==> config.mk <==
export PLATFORM = sky130hd
export DESIGN_NAME = instruction_fetch_unit
export DESIGN_NICKNAME = d
export VERILOG_FILES = /design/src/rtl/instruction_fetch_unit.sv
export SDC_FILE = /design/constraint.sdc
export NUM_CORES = 1
export LEC_CHECK = 0
export ABC_AREA = 0
export CAP_MARGIN = 10
export CORE_MARGIN = 2
export CORE_UTILIZATION = 57
export DETAILED_ROUTE_END_ITERATION = 8
export GPL_ROUTABILITY_DRIVEN = 0
export GPL_TIMING_DRIVEN = 0
export HOLD_SLACK_MARGIN = 0.03
export PLACE_DENSITY = 0.85
export SYNTH_ARGS = -nofsm -noshare
export SYNTH_HDL_FRONTEND = slang
export SYNTH_SLANG_ARGS = --single-unit
==> constraint.sdc <==
create_clock -name clk -period 8.5 [get_ports clk]
set_input_delay 1.7 -clock clk [delete_from_list [all_inputs] [get_ports clk]]
set_output_delay 1.7 -clock clk [all_outputs]
set_load 0.02 [all_outputs]
==> src/rtl/instruction_fetch_unit.sv <==
// Fetch stage: owns the PC, issues in-order word fetches to instruction memory,
// pairs each response with its address and hands {addr, instr} to decode.
module instruction_fetch_unit #(
  parameter int                    ADDR_WIDTH = 32,
  parameter int                    DATA_WIDTH = 32,
  parameter logic [ADDR_WIDTH-1:0] RESET_PC   = '0,
  parameter int                    FQ_DEPTH   = 4,
  parameter int                    MAX_OUT    = 2
) (
  input  logic                  clk,
  input  logic                  rst,
  output logic                  imem_req_valid,
  output logic [ADDR_WIDTH-1:0] imem_req_addr,
  input  logic                  imem_req_ready,
  input  logic                  imem_rsp_valid,
  input  logic [DATA_WIDTH-1:0] imem_rsp_data,
  input  logic                  redirect_valid,
  input  logic [ADDR_WIDTH-1:0] redirect_pc,
  output logic                  if_valid,
  input  logic                  id_ready,
  output logic [ADDR_WIDTH-1:0] instruction_addr,
  output logic [DATA_WIDTH-1:0] instruction
);
  localparam int PW = $clog2(FQ_DEPTH);
  localparam int CW = $clog2(FQ_DEPTH + 1);
  localparam int SW = CW + 1;

  logic [ADDR_WIDTH-1:0] pc_q, pc_d;
  logic [ADDR_WIDTH-1:0] pend_addr_q [FQ_DEPTH];
  logic [PW-1:0]         pend_wr_q, pend_wr_d, pend_rd_q, pend_rd_d;
  logic [CW-1:0]         pend_cnt_q, pend_cnt_d;
  logic [ADDR_WIDTH-1:0] fq_addr_q [FQ_DEPTH];
  logic [DATA_WIDTH-1:0] fq_data_q [FQ_DEPTH];
  logic [PW-1:0]         fq_wr_q, fq_wr_d, fq_rd_q, fq_rd_d;
  logic [CW-1:0]         fq_cnt_q, fq_cnt_d;
  logic [CW-1:0]         drop_cnt_q, drop_cnt_d;

  logic [SW-1:0] in_flight, credit_use;
  logic          req_fire, rsp_drop, rsp_take, fq_pop;
  logic          unused_pc_lsbs;

  assign unused_pc_lsbs = ^redirect_pc[1:0];

  // Both handshakes transfer on a rising edge where valid and ready are high;
  // valid never depends on the same-cycle ready.
  always_comb begin
    in_flight  = SW'(pend_cnt_q) + SW'(drop_cnt_q);
    credit_use = SW'(pend_cnt_q) + SW'(fq_cnt_q);
  end

  assign imem_req_valid = !rst && !redirect_valid &&
                          (in_flight < SW'(MAX_OUT)) && (credit_use < SW'(FQ_DEPTH));
  assign imem_req_addr  = pc_q;
  assign req_fire       = imem_req_valid && imem_req_ready;
  assign rsp_drop       = imem_rsp_valid && (drop_cnt_q != '0);
  assign rsp_take       = imem_rsp_valid && (drop_cnt_q == '0) && (pend_cnt_q != '0);

  assign if_valid         = fq_cnt_q != '0;
  assign fq_pop           = if_valid && id_ready;
  assign instruction_addr = if_valid ? fq_addr_q[fq_rd_q] : '0;
  assign instruction      = if_valid ? fq_data_q[fq_rd_q] : '0;

  always_comb begin
    pc_d       = pc_q;
    pend_wr_d  = pend_wr_q;
    pend_rd_d  = pend_rd_q;
    pend_cnt_d = pend_cnt_q;
    fq_wr_d    = fq_wr_q;
    fq_rd_d    = fq_rd_q;
    fq_cnt_d   = fq_cnt_q;
    drop_cnt_d = drop_cnt_q;
    if (redirect_valid) begin
      // Everything still owed by memory becomes stale, minus a response landing now.
      pc_d       = {redirect_pc[ADDR_WIDTH-1:2], 2'b00};
      pend_wr_d  = '0;
      pend_rd_d  = '0;
      pend_cnt_d = '0;
      fq_wr_d    = '0;
      fq_rd_d    = '0;
      fq_cnt_d   = '0;
      drop_cnt_d = CW'(in_flight - SW'(imem_rsp_valid));
    end else begin
      if (req_fire) pc_d = pc_q + ADDR_WIDTH'(4);
      pend_wr_d  = pend_wr_q + PW'(req_fire);
      pend_rd_d  = pend_rd_q + PW'(rsp_take);
      pend_cnt_d = pend_cnt_q + CW'(req_fire) - CW'(rsp_take);
      fq_wr_d    = fq_wr_q + PW'(rsp_take);
      fq_rd_d    = fq_rd_q + PW'(fq_pop);
      fq_cnt_d   = fq_cnt_q + CW'(rsp_take) - CW'(fq_pop);
      drop_cnt_d = drop_cnt_q - CW'(rsp_drop);
    end
  end

  always_ff @(posedge clk) begin
    if (rst) begin
      pc_q       <= RESET_PC;
      pend_wr_q  <= '0;
      pend_rd_q  <= '0;
      pend_cnt_q <= '0;
      fq_wr_q    <= '0;
      fq_rd_q    <= '0;
      fq_cnt_q   <= '0;
      drop_cnt_q <= '0;
    end else begin
      pc_q       <= pc_d;
      pend_wr_q  <= pend_wr_d;
      pend_rd_q  <= pend_rd_d;
      pend_cnt_q <= pend_cnt_d;
      fq_wr_q    <= fq_wr_d;
      fq_rd_q    <= fq_rd_d;
      fq_cnt_q   <= fq_cnt_d;
      drop_cnt_q <= drop_cnt_d;
    end
  end

  // Storage needs no reset: the pointers and counts decide what is live.
  always_ff @(posedge clk) begin
    if (req_fire) pend_addr_q[pend_wr_q] <= pc_q;
    if (rsp_take) begin
      fq_addr_q[fq_wr_q] <= pend_addr_q[pend_rd_q];
      fq_data_q[fq_wr_q] <= imem_rsp_data;
    end
  end

  rsp_has_owner: assert property (@(posedge clk) disable iff (rst)
    imem_rsp_valid |-> (pend_cnt_q != '0 || drop_cnt_q != '0));

endmodule
==> metrics.txt <==
Largest delay share family, worst path simple AND/OR/NAND/NOR gates; largest net degree at the start of global routing 50; NumNets Final ~1200; critical path depth 6; WP data arrival roughly 3.9 ns; initial antenna violation count 0; CTS Buffer Depth 3; DR vias/cell 6.09; depth of the CTS H-tree 2; Tcrit/Tclk final roughly 66%; clk sinks 415; post-CTS sizing 0; Finish-stage setup viols 0; CTS tree yes; internal power 3.30 mW; setup bufs post-CTS 0; CTS buffer count 39; Initial DRC Count 846; combinational share of power 4.5%; via count approximately 9400; Routed Antenna Nets 0; worst rel slew slack between 20% and 30%; Startpoint Class input pin; Seq/Total Area, Yosys between 70% and 80%; WHS around 0.56 ns; diodes inserted 0; multi-input combinational cell area 4320 sq um; Worst Max-Slew Pin Slew 1.13 ns; area of placed instances 19000 sq um; CTS hold repair buffers 0; Post-synth top flop edfxtp_1; Hold Path Class flip-flop to flip-flop; Synth cell types 57; sw frac 20.4%; CP Buf/Inv Count 3; leading cell type by number of instances after synthesis edfxtp_1; Reg area approximately 12000 sq um; crit path to imem_req_valid; Req. time, crit path 6.80 ns; pins over their slew limit 0; critical path class input pin to output pin; RSZ-0062 raised after global routing false; yosys warns 0; ranking of synthesized cells by area edfxtp_1 67%, mux4_2 13%, dfxtp_1 5.7%, nor2b_1 2.4%, ha_1 1.4%; number of max-cap violations 0; CP peak stage delay 0.61 ns; FP Rows 62; CP Capture Type output pin; wire length per cell 22.5 um; dpl hpwl 22.8 mm; IO Count 168; reg2reg path depth 9; area grow syn2layout 22.7%; Root Driver clkbuf_16; Synth top area share 66.9%; final WL 34.9 mm; share of layout cells above drive strength 1 17.5%; Starting Density 57.7%; die width 174 um; Design Area, Final approximately 20000 sq um; Residual DRC 0; Die Y around 170 um; slowest CP cell clkdlybuf4s50_1; number of global-route vias before repair 9588; worst r2r src pend_cnt_q[0]; reg-to-reg endpoint pend_addr_q[0][24]; Avg Inst Size Synth roughly 18 sq um; Core Footprint 28600 sq um; grt ovf 0; Reg power frac roughly 55%; fmax around 180 MHz; leading area contributor after synthesis edfxtp_1; commonest cells in the netlist 368 x edfxtp_1, 92 x mux4_2, 64 x nor2b_1; Cell Pwr Density 205 nW/um^2; outcome completed; Leak 6.42 nW; die area 30400 sq um; total track usage 23.4%; first-pass GRT wire length 54.5 mm; port bufs roughly 160; Post-synth EDFFs 368; minimum clock period 5.57 ns; P_sw roughly 0.85 mW; Setup Skew roughly 0.017 ns; cell area after synthesis 16500 sq um; worst skew pair latency approximately 0.53 ns; Clk pwr share about two fifths; first-pass iteration count of the detailed router 5; Synth Register Bits 415; crit-path max FO 10; Reg2Reg Setup Slack ~4.5 ns; Reg clk slew, reported paths about 0.060 ns; cells along the critical path clkbuf_1 > or2_1 > buf_4 > nor4_4 > and2_2 > clkdlybuf4s50_1; worst setup path start redirect_valid; Layout fillers 1687; asr flop ratio synth 0%; Syn Inst Count 906; Hold Fails Final Rpt 0; setup TNS 0 ns; VDD IR max 0.121 mV
-- layout make-up --
type	instances	area share [%]
buffer	47	0.994
clock buffer	55	5.46
clock inverter	16	0.771
inverter	18	0.333
multi-input combinational	429	21.3
sequential	415	59.1
tap	384	2.37
timing repair buffer	183	9.60
-- cells in the final DEF (no fill, tap or decap), types with 7 or more instances in the layout --
master / netlist / layout
buf_6: 0 / 16
o211ai_1: 7 / 7
a21oi_1: 18 / 18
or4_1: 7 / 7
clkbuf_1: 24 / 34
dfxtp_1: 47 / 47
edfxtp_1: 368 / 368
xnor2_1: 9 / 9
clkdlybuf4s50_1: 0 / 159
clkinv_2: 0 / 7
nand2_1: 36 / 36
buf_1: 13 / 13
nor2_1: 21 / 19
and2_1: 9 / 9
inv_1: 18 / 18
nor2b_1: 64 / 64
ha_1: 18 / 18
a31oi_1: 13 / 13
nand3_1: 22 / 22
nor4_1: 7 / 7
or3_1: 8 / 8
o21ai_0: 7 / 7
clkbuf_16: 0 / 40
nor3_1: 18 / 15
nand4_1: 10 / 10
mux4_2: 92 / 92
-- how the worst min path moves through the flow --
stage,slack [ns],end,start,cells past startpoint
global route,0.60,pend_cnt_q[2],pend_cnt_q[2],2
CTS,0.58,imem_req_addr[10],imem_req_addr[10],2
detailed placement,0.57,imem_req_addr[10],imem_req_addr[10],2
floorplan,0.52,fq_wr_q[1],fq_wr_q[1],2
global placement,0.54,fq_wr_q[1],fq_wr_q[1],2
finish,0.56,imem_req_addr[10],imem_req_addr[10],2
-- through the flow --
stage	total power, mW	worst slack [ns]	util (%)	instances
after CTS	4.17	2.99	70.8	1547
after global routing	4.26	2.86	70.8	1547
final	4.15	2.93	70.8	1547
after floorplan	2.39	1.53	-	909
after global placement	2.48	-2.44	65.0	1452
after detailed placement	2.49	2.99	66.4	1476
-- power groups by stage --
stage	registers, mW	logic, mW	clock network [mW]
2_1_floorplan	2.31	0.0815	0
3_3_place_gp	2.31	0.173	0
3_5_place_dp	2.31	0.182	0
4_1_cts	2.27	0.184	1.72
5_1_grt	2.27	0.198	1.79
6_report	2.27	0.185	1.69
-- per-layer routing --
| metal | global-route usage, % | part of all wire [%] | up-vias |
|---|---|---|---|
| met5 | 0 | 0 | - |
| met4 | 7.84 | 2.7 | 0 |
| met3 | 3.30 | 7.6 | 75 |
| met2 | 38.2 | 49 | 530 |
| met1 | 33.0 | 40 | 4733 |
| li1 | - | - | 4085 |
-- flip-flops by register name (all words and copies together) (netlist names) --
| register | flops |
|---|---|
| fq_data_q | 128 |
| fq_addr_q | 120 |
| pend_addr_q | 120 |
| imem_req_addr | 30 |
| drop_cnt_q | 3 |
| fq_cnt_q | 3 |
| pend_cnt_q | 3 |
| fq_rd_q | 2 |
| fq_wr_q | 2 |
| pend_rd_q | 2 |
| pend_wr_q | 2 |
-- cells by family (layout without fill, tap and decap cells) --
family	Yosys count	count (layout)	share of synthesized area, %
xor gates and xnor gates	14	14	0.742
adders and majority gates	21	21	1.73
DFF	415	415	72.6
muxes	94	94	12.7
AOI/OAI and AO/OA	76	76	3.08
and+or+nand+nor	220	220	7.58
buffers and inverters	65	319	1.63
other	1	4	0.0227
-- worst register-to-register path, cell delays in order, from the launching register on --
cell     delay, ns
dfxtp_1       0.40
ha_1          0.22
fa_1          0.44
or4_4         0.57
nor4_4        0.59
nand2_2       0.11
buf_2         0.25
nor3_2        0.71
buf_8         0.25
buf_6         0.19
Note: power is estimated with default switching activity, not from simulation.
